File: config.mk
export PLATFORM = sky130hd
export DESIGN_NAME = uart_tx_ctrl
export DESIGN_NICKNAME = d
export VERILOG_FILES = /design/src/rtl/uart_tx_ctrl.sv
export SDC_FILE = /design/constraint.sdc
export NUM_CORES = 1
export LEC_CHECK = 0
export ABC_CLOCK_PERIOD_IN_PS = 1650
export CAP_MARGIN = 10
export CORE_MARGIN = 1.5
export CORE_UTILIZATION = 40
export CTS_CLUSTER_SIZE = 20
export DETAILED_ROUTE_END_ITERATION = 6
export HOLD_SLACK_MARGIN = 0.03
export PLACE_DENSITY = 0.67
export SETUP_SLACK_MARGIN = 0.1
export SLEW_MARGIN = 20
export SYNTH_ARGS = -nofsm -noshare
export SYNTH_HDL_FRONTEND = slang
export SYNTH_SLANG_ARGS = --single-unit
File: constraint.sdc
create_clock -name clk -period 1.65 [get_ports clk]
set_clock_uncertainty 0.1 [all_clocks]
set_input_delay 0.165 -clock clk [delete_from_list [all_inputs] [get_ports clk]]
set_output_delay 0.165 -clock clk [all_outputs]
set_load 0.05 [all_outputs]
File: src/rtl/uart_tx_ctrl.sv
// Frame-sequencing FSM for the UART transmit path: drives serializer load/shift
// and the 4:1 frame mux select (start / data / parity / stop), reports busy.
module uart_tx_ctrl #(
  parameter int unsigned DATA_WIDTH = 8,
  parameter int unsigned STOP_BITS  = 1
) (
  input  logic       clk,
  input  logic       rst,
  input  logic       data_valid,
  input  logic       par_en,
  output logic       ser_load,
  output logic       ser_en,
  output logic [1:0] mux_sel,
  output logic       busy
);

  localparam int unsigned CNT_W = $clog2(DATA_WIDTH);
  localparam logic [CNT_W-1:0] LAST_BIT  = CNT_W'(DATA_WIDTH - 1);
  localparam logic             STOP_LAST = 1'(STOP_BITS - 1);

  localparam logic [1:0] SEL_START  = 2'b00;
  localparam logic [1:0] SEL_IDLE   = 2'b01;
  localparam logic [1:0] SEL_DATA   = 2'b10;
  localparam logic [1:0] SEL_PARITY = 2'b11;

  typedef enum logic [2:0] {
    IDLE   = 3'd0,
    START  = 3'd1,
    DATA   = 3'd2,
    PARITY = 3'd3,
    STOP   = 3'd4
  } state_e;

  state_e           state_q;
  logic [CNT_W-1:0] bit_cnt_q;
  logic             stop_cnt_q;
  logic             par_q;
  logic             ser_en_q;
  logic [1:0]       mux_sel_q;
  logic             busy_q;
  logic             accept;

  // A new byte is taken only from idle or from the last stop bit of a frame.
  always_comb begin
    accept = 1'b0;
    if (data_valid) begin
      accept = (state_q == IDLE) || ((state_q == STOP) && (stop_cnt_q == STOP_LAST));
    end
  end

  assign ser_load = accept && rst;
  assign ser_en   = ser_en_q;
  assign mux_sel  = mux_sel_q;
  assign busy     = busy_q;

  // Outputs are registered alongside the state they decode from.
  always_ff @(posedge clk) begin
    if (!rst) begin
      state_q    <= IDLE;
      bit_cnt_q  <= '0;
      stop_cnt_q <= 1'b0;
      par_q      <= 1'b0;
      ser_en_q   <= 1'b0;
      mux_sel_q  <= SEL_IDLE;
      busy_q     <= 1'b0;
    end else begin
      case (state_q)
        IDLE: begin
          if (accept) begin
            state_q   <= START;
            par_q     <= par_en;
            mux_sel_q <= SEL_START;
            busy_q    <= 1'b1;
          end
        end
        START: begin
          state_q   <= DATA;
          bit_cnt_q <= '0;
          mux_sel_q <= SEL_DATA;
          ser_en_q  <= 1'b1;
        end
        DATA: begin
          if (bit_cnt_q == LAST_BIT) begin
            ser_en_q   <= 1'b0;
            stop_cnt_q <= 1'b0;
            if (par_q) begin
              state_q   <= PARITY;
              mux_sel_q <= SEL_PARITY;
            end else begin
              state_q   <= STOP;
              mux_sel_q <= SEL_IDLE;
            end
          end else begin
            bit_cnt_q <= bit_cnt_q + 1'b1;
          end
        end
        PARITY: begin
          state_q    <= STOP;
          stop_cnt_q <= 1'b0;
          mux_sel_q  <= SEL_IDLE;
        end
        STOP: begin
          if (stop_cnt_q == STOP_LAST) begin
            if (accept) begin
              state_q   <= START;
              par_q     <= par_en;
              mux_sel_q <= SEL_START;
            end else begin
              state_q   <= IDLE;
              mux_sel_q <= SEL_IDLE;
              busy_q    <= 1'b0;
            end
          end else begin
            stop_cnt_q <= stop_cnt_q + 1'b1;
          end
        end
        default: begin
          state_q   <= IDLE;
          ser_en_q  <= 1'b0;
          mux_sel_q <= SEL_IDLE;
          busy_q    <= 1'b0;
        end
      endcase
    end
  end

endmodule

-- Yosys cells after proc, flatten, opt, wreduce, memory -nomap -nowiden
Cells that the tools add are included.
Widths: inputs -> output; s select.
- word-level logic and storage cells: 63
- register bits after elaboration: 12
- reduce and logical (&&, ||, !) cells: 15
- mux-type cells: 26
- bitwise operators: 3
- eq/ne operators: 10
- add/subtract/negate cells: 2
- operators with widths (cell ; number):
    $mux 3 ; 5
    $pmux 3 s5 ; 1
    $mux 1 ; 10
    $ne 2x2->1 const B ; 5
    $pmux 1 s3 ; 3
    $mux 2 ; 4
    $pmux 2 s4 ; 1
    $reduce_and 2->1 ; 4
    $eq 3x2->1 const B ; 2
    $eq 3x3->1 const B ; 2
    $pmux 3 s2 ; 1
    $reduce_or 3->1 ; 2
    $reduce_and 4->1 ; 1
    $reduce_bool 2->1 ; 2
    $add 3x1->3 const B ; 1
    $eq 3x1->1 const B ; 1
    $logic_not 3->1 ; 1
    $not 1->1 ; 3
    $reduce_and 3->1 ; 1
    $reduce_bool 3->1 ; 1
    $logic_and 1x1->1 ; 2
    $pmux 1 s2 ; 1
    $add 1x1->1 const B ; 1
    $logic_or 1x1->1 ; 1

-- Logic depth before layout (Yosys ltp)
Gate-level depths: netlist (run 1).
- depth in word-level cells: 7
- gate-level depth with buffers: 5

-- Worst setup path after synthesis (run 1)
No wires, ideal clock.
- path type: flip-flop to flip-flop
- start: register bit_cnt_q[0]
- end: register mux_sel_q[0], in the netlist mux_sel[0]
- cell stages (with the launch flop): 6
- arrival: 1.327 ns
- setup slack: 0.101 ns
- path buffers: 0
- data required time: 1.428 ns
- library setup time: 0.122 ns
- path through: dfxtp_1 ha_1 ha_1 mux2i_1 a211oi_1 a311o_1
- cells in the longest elaborated chain, start to end: 3
- ends and longest elaborated chain (what ; RTL line ; RTL):
    start, declared ; 35 ; logic [CNT_W-1:0] bit_cnt_q;
    start signal, assigned ; 94 ; bit_cnt_q <= bit_cnt_q + 1'b1;
    $eq 3x3->1 ; 83 ; if (bit_cnt_q == LAST_BIT) begin
    $ne 2x2->1 (no source line) ; - ;
    $reduce_and 3->1 (no source line) ; - ;
    end signal, assigned ; 79 ; mux_sel_q <= SEL_DATA;
    end signal, assigned ; 88 ; mux_sel_q <= SEL_PARITY;
    end signal, assigned ; 91 ; mux_sel_q <= SEL_IDLE;
    end, declared ; 39 ; logic [1:0] mux_sel_q;
Every way passes these cells.
A chain may end at the register's enable or synchronous reset.

-- Final worst setup path (run 1)
- start: input port data_valid
- end: output port ser_load
- cells in the longest elaborated chain, start to end: 2
- ends and longest elaborated chain (what ; RTL line ; RTL):
    start, declared ; 9 ; input logic data_valid,
    $mux 1 ; 46 ; if (data_valid) begin
    $logic_and 1x1->1 ; 51 ; assign ser_load = accept && rst;
    end, declared ; 11 ; output logic ser_load,
Every way passes these cells.

==> results.py, run 1 <==
metrics = {
    "route": {
        "wire_per_inst_um": 11.6,
        "detail-route-antenna-nets": 0,
        "routed_wl_mm": 1.10,
        "drt_iter0_markers": 5,
        "vias": 500,
        "vias_per_cell": 5.26,
        "first_pass_iters": 2,
        "drc": 0,
    },
    "cells_and_area": {
        "nets": 87,
        "fill_cells": 116,
        "diodes": 0,
        "drive_gt1_share_pct": 27.5,
        "syn_to_final_growth_pct": 32.8,
        "multi_input_area_um2": 347,
        "seq_area_um2": 223,
    },
    "synthesis": {
        "synth.avg_cell_area_um2": 8.88,
        "synth.area.top_cells": "dfxtp_1 (39%), mux2i_1 (8.8%), nand2b_1 (5.5%)",
        "synthAdderAreaFrac_pct": 4.41,
        "synth_cells": 64,
        "yosysWarningCount": 0,
        "synthXorXnorAreaFrac_pct": 0,
        "synth_area_um2": 568,
        "synth.area.mux_share_pct": 8.81,
        "yosysSeqAreaShare_pct": 38.8,
        "yosysTopAreaCell": "dfxtp_1",
        "yosysTopAreaCellShare_pct": 38.8,
        "synth_cell_types": 26,
        "synth_compound_gate_area_share_pct": 14.8,
        "synth_nets": 70,
        "synth_top_family_by_area": "simple AND/OR/NAND/NOR gates",
        "synth.ff_latch_count": 11,
        "yosys.area_share.simple_pct": 28.2,
    },
    "power": {
        "clkPwrFrac_pct": 14.7,
        "p_sw_uw": 544,
        "power_leakage_nw": 0.291,
        "power.density_nw_per_um2": 1680,
        "switching_share_pct": 42.9,
        "peakVddDrop_uv": 931,
        "combPwrFrac_pct": 50.2,
        "power_frac_seq_pct": 35.1,
        "internal_power_uw": 726,
    },
    "floorplan": {
        "rows": 13,
        "initial_utilization_pct": 43.1,
        "io-pin-count": 9,
        "die_w_um": 40.7,
        "die_h_um": 40.7,
        "die_area_um2": 1660,
        "core-area_um2": 1320,
    },
    "worst_setup_path": {
        "cp_data_required_time_ns": 1.38,
        "critical_path.startpoint_type": "primary input",
        "r2r_end": "mux_sel[0]",
        "critPathKind": "in -> out",
        "critPathMaxFanout": 3,
        "cp-startpoint": "data_valid",
        "r2r_start": "bit_cnt_q[0]",
        "ff2ff_path_depth": 5,
        "crit_path_end_kind": "output port",
        "rrSetupSlack_ns": 0.19,
        "cp.arrival_ns": 1.26,
    },
    "sta": {
        "fmax_ghz": 0.656,
        "period_needed_ns": 1.52,
        "maxSlewViolCount": 0,
        "rsz0062_at_grt": "true",
        "worstMarginPinSlew_ns": 0.410,
        "whs_ns": 0.368,
        "hold_viol": 0,
        "slew_headroom_pct": 72.6,
        "fin_crit_sh_pct": 92.4,
        "tns_ns": 0,
        "setup_viol": 0,
    },
    "clock_tree": {
        "clock_latency_ns": 0.27,
        "tritoncts": "built",
        "cts.sinks": 11,
        "root_buffer": "clkbuf_4",
        "numCtsBuffers": 3,
        "clkSlewWorstSetupHoldPaths_ns": 0.07,
        "clock_path_buffers": 2,
        "h-tree-depth": 1,
    },
    "run_status": {
        "status": "finished, final reports clean",
    },
    "hold_path": {
        "hp-class": "reg -> reg",
        "holdPathEnd": "bit_cnt_q[0]",
        "hold_start": "bit_cnt_q[0]",
        "hold_depth": 2,
    },
    "placement": {
        "port_buffers": 8,
        "dpl.hpwl_um": 796,
        "gp_congestion": 0.799,
    },
    "global_routing": {
        "grt_pass1_vias": 403,
        "grt_max_degree": 12,
        "grt_overflow": 0,
        "track_usage_pct": 16.0,
        "grt_pass1_wl_mm": 1.70,
        "antenna_found_initial": 0,
    },
    "flow_run": {
        "maxCapViolCount": 0,
    },
}
[what timing repair did]
item	4_1_cts	5_1_grt
hold endpoints to repair	0	0
setup buffers	1	0
cloned	0	0
pin swaps	1	0
hold buffers	0	0
resized for setup	1	6
endpoints found under the setup margin	2	6
[power by group through the flow]
stage | Clock (mW) | Combinational [mW] | Sequential [mW]
5_1_grt | 0.203 | 0.687 | 0.459
6_report | 0.186 | 0.638 | 0.446
2_1_floorplan | 0 | 0.371 | 0.512
3_3_place_gp | 0 | 0.611 | 0.442
3_5_place_dp | 0 | 0.608 | 0.441
4_1_cts | 0.192 | 0.626 | 0.436
[kinds of logic (layout without fill, tap and decap cells)]
family | after synthesis | count (layout)
buffers and inverters | 5 | 21
adder cells (fa/ha/maj) | 2 | 2
AND/OR/NAND/NOR | 28 | 28
multiplexers | 5 | 5
AO/OA/AOI/OAI | 13 | 13
flip-flops | 11 | 11
[layer usage]
| layer | track usage [%] | routed length [um] | vias to the layer above |
|---|---|---|---|
| met5 | 0 | 0 | - |
| met4 | 10.0 | 9 | 0 |
| met3 | 3.26 | 32 | 2 |
| met2 | 21.0 | 475 | 8 |
| met1 | 23.3 | 582 | 229 |
| li1 | - | - | 261 |
[critical path, cell delays in order]
cell             delay [ns]
clkdlybuf4s50_1        0.53
nor3b_2                0.22
and2_1                 0.20
buf_12                 0.15
[synthesized netlist by cell type]
| cell | instances |
|---|---|
| dfxtp_1 | 11 |
| a211oi_1 | 1 |
| nor2_1 | 7 |
| nor4b_2 | 1 |
| or2_1 | 1 |
| clkbuf_2 | 1 |
| a31oi_1 | 1 |
| o32a_1 | 1 |
| a311o_1 | 1 |
| o22ai_1 | 1 |
| nand2_1 | 6 |
| nand2b_1 | 5 |
| nand4_1 | 1 |
| nand3_1 | 1 |
| mux2i_1 | 5 |
| nor4bb_1 | 1 |
| nor2b_1 | 3 |
| nor3b_2 | 1 |
| and2_1 | 1 |
| o2bb2ai_1 | 1 |
| ha_1 | 2 |
| buf_2 | 1 |
| a21oi_1 | 4 |
| o21ai_0 | 3 |
| buf_6 | 1 |
| inv_1 | 2 |
[cell usage in the layout (no fill, tap or decap), types with 2 or more instances in the layout]
cell type and count:
clkbuf_4 3, a21oi_1 4, dfxtp_1 9, buf_4 11
nor2_1 7, nor2b_1 3, mux2i_1 4, clkdlybuf4s50_1 3
o21ai_0 3, inv_1 2, dfxtp_2 2, nand2_1 6
nand2b_1 5
[flip-flops by register name, indices dropped and copies added, names as in the netlist]
signal / cells
bit_cnt_q: 3
busy: 1
mux_sel: 2
par_q: 1
ser_en: 1
state_q: 3
[cell type report]
| class | count | area share [%] |
|---|---|---|
| tap | 15 | 2.49 |
| timing repair buffer | 15 | 17.6 |
| inverter | 2 | 0.995 |
| clock buffer | 4 | 3.48 |
| multi-input combinational | 48 | 45.9 |
| sequential | 11 | 29.5 |
[per-stage QoR]
| stage | total power [mW] | utilization (%) | cells | worst slack (ns) | cell area (um2) |
|---|---|---|---|---|---|
| floorplan | 0.883 | - | 64 | 0.101 | 568 |
| global placement | 1.05 | 52.4 | 90 | 0.0711 | 691 |
| detailed placement | 1.05 | 52.4 | 90 | 0.0835 | 691 |
| CTS | 1.25 | 55.2 | 95 | 0.0897 | 727 |
| global route | 1.35 | 57.3 | 95 | 0.0790 | 754 |
| finish | 1.27 | 57.3 | 95 | 0.126 | 754 |
[worst max path at each step]
stage	endpoint	slack [ns]	depth (start not counted)
floorplan	mux_sel[0]	0.10	5
global placement	mux_sel[0]	0.07	5
detailed placement	mux_sel[0]	0.08	5
CTS	ser_load	0.09	3
global route	ser_load	0.08	3
finish	ser_load	0.13	4
Note: power is estimated with default switching activity, not from simulation.
==> inputs of run 2 (changes only) <==
Settings changed: CTS_CLUSTER_DIAMETER set to 120.
==> results of run 2 <==
The final DEF is identical to that of run 1; final timing and power are the same.
==> inputs of run 3 (changes only) <==
Settings changed: CTS_CLUSTER_DIAMETER 120 to unset, SETUP_SLACK_MARGIN 0.1 to 0.3.
==> run 3 against run 2 <==
- non-clock buffer count rose by 5
- sequential share of layout area fell by 1.7 points
- largest cell class unchanged
- die area did not move
- utilization rose by 5.8 points
==> results.py, run 3 (synthesis results as in run 1) <==
metrics = {
    "run_status": {
        "status": "finished, final reports clean",
    },
    "placement": {
        "dp_cells": 88,
        "gp_congestion": 0.695,
        "port_buffers": 8,
        "pre_cts_ws_ns": -0.00924,
        "place_area_um2": 708,
        "dpl.hpwl_um": 843,
    },
    "sta": {
        "worstMarginPinSlew_ns": 0.305,
        "fin_crit_sh_pct": 85.0,
        "hold_viol": 0,
        "period_needed_ns": 1.40,
        "rsz0062_at_grt": "true",
        "maxSlewViolCount": 0,
        "setup_viol": 0,
        "fmax_ghz": 0.713,
        "worst_slack_ns": 0.247,
        "slew_headroom_pct": 79.6,
    },
    "clock_tree": {
        "numCtsBuffers": 3,
        "hold_buffers": 0,
        "clock_latency_ns": 0.27,
        "h-tree-depth": 1,
        "clock_path_buffers": 2,
        "tritoncts": "built",
        "root_buffer": "clkbuf_4",
        "clkSlewWorstSetupHoldPaths_ns": 0.06,
        "cts.sinks": 11,
    },
    "route": {
        "vias_per_cell": 5.16,
        "drc": 0,
        "drt_iter0_markers": 5,
        "detail-route-antenna-nets": 0,
        "routed_wl_mm": 1.22,
        "vias": 516,
        "wire_per_inst_um": 12.2,
        "first_pass_iters": 4,
    },
    "cells_and_area": {
        "layout_common_cells": "buf_4 (16), nor2_1 (7), nand2_1 (6), dfxtp_1 (6), nand2b_1 (5)",
        "syn_to_final_growth_pct": 46.3,
        "final_cells": 100,
        "design_area_um2": 831,
        "utilization_pct": 63.1,
        "layout_commonest_cell": "buf_4",
        "nets": 92,
        "diodes": 0,
        "drive_gt1_share_pct": 40.0,
    },
    "floorplan": {
        "die_area_um2": 1660,
        "die_w_um": 40.7,
        "io-pin-count": 9,
        "die_h_um": 40.7,
        "core-area_um2": 1320,
        "initial_utilization_pct": 43.1,
        "rows": 13,
    },
    "power": {
        "peakVddDrop_uv": 1060,
        "power.total_mw": 1.38,
        "power.density_nw_per_um2": 1660,
        "power_leakage_nw": 0.326,
    },
    "worst_setup_path": {
        "critPathMaxFanout": 4,
        "crit_path_end_kind": "register",
        "cp.arrival_ns": 1.46,
        "r2r_start": "bit_cnt_q[1]",
        "cp-startpoint": "bit_cnt_q[1]",
        "critPathKind": "reg -> reg",
        "cp_data_required_time_ns": 1.70,
        "critical_path.startpoint_type": "register",
    },
    "flow_run": {
        "maxCapViolCount": 0,
    },
    "global_routing": {
        "grt_overflow": 0,
        "grt_pass1_vias": 448,
        "grt_pass1_wl_mm": 1.96,
        "grt_max_degree": 9,
        "track_usage_pct": 19.1,
        "antenna_found_initial": 0,
    },
    "hold_path": {
        "hold_start": "rst",
        "hp-class": "in -> reg",
    },
}
run 3: worst max-delay path, stage by stage, from the launching register on:
cell	delay [ns]
dfxtp_2	0.33
ha_4	0.16
ha_4	0.17
mux2i_4	0.17
a211oi_2	0.09
a311o_1	0.27
run 3: stage by stage:
stage | setup TNS, ns | hold slack [ns]
after floorplan | 0 | 0.212
after global placement | 0 | 0.366
after detailed placement | -0.00924 | 0.378
after CTS | 0 | 0.274
after global routing | 0 | 0.296
final | 0 | 0.280
run 3: final timing paths:
| kind | endpoint | slack (ns) | cells after the start |
|---|---|---|---|
| worst min-delay path | bit_cnt_q[0] | 0.28 | 3 |
| worst max-delay path | mux_sel[0] | 0.25 | 5 |
| worst max register to register | mux_sel[0] | 0.25 | 5 |
| worst min register to register | bit_cnt_q[1] | 0.38 | 2 |
run 3: cell type report:
| class | instances | area [um2] |
|---|---|---|
| inverters | 2 | 7.51 |
| well taps | 15 | 18.8 |
| repair buffers | 20 | 168 |
| fillers | 110 | 487 |
| multi-input cells | 48 | 379 |
| clock buffers | 4 | 26.3 |
| flip-flops and latches | 11 | 231 |
run 3: per-layer routing:
layer	share of wire, %	GRT usage (%)	vias up
met1	45	22.9	237
met2	49	28.2	10
li1	-	-	267
met3	4.9	9.78	2
met5	0	0	-
met4	1.1	8.33	0
run 3: where the power goes:
group	switching [mW]	internal, mW
combinational	0.397	0.364
clock	0.0861	0.0936
sequential	0.0824	0.353
total	0.566	0.811
run 3: repair_timing:
action                     CTS  global route
buffers inserted             8             0
setup endpoints to repair    7             6
pin swaps                    1             2
gates resized for setup     12             1
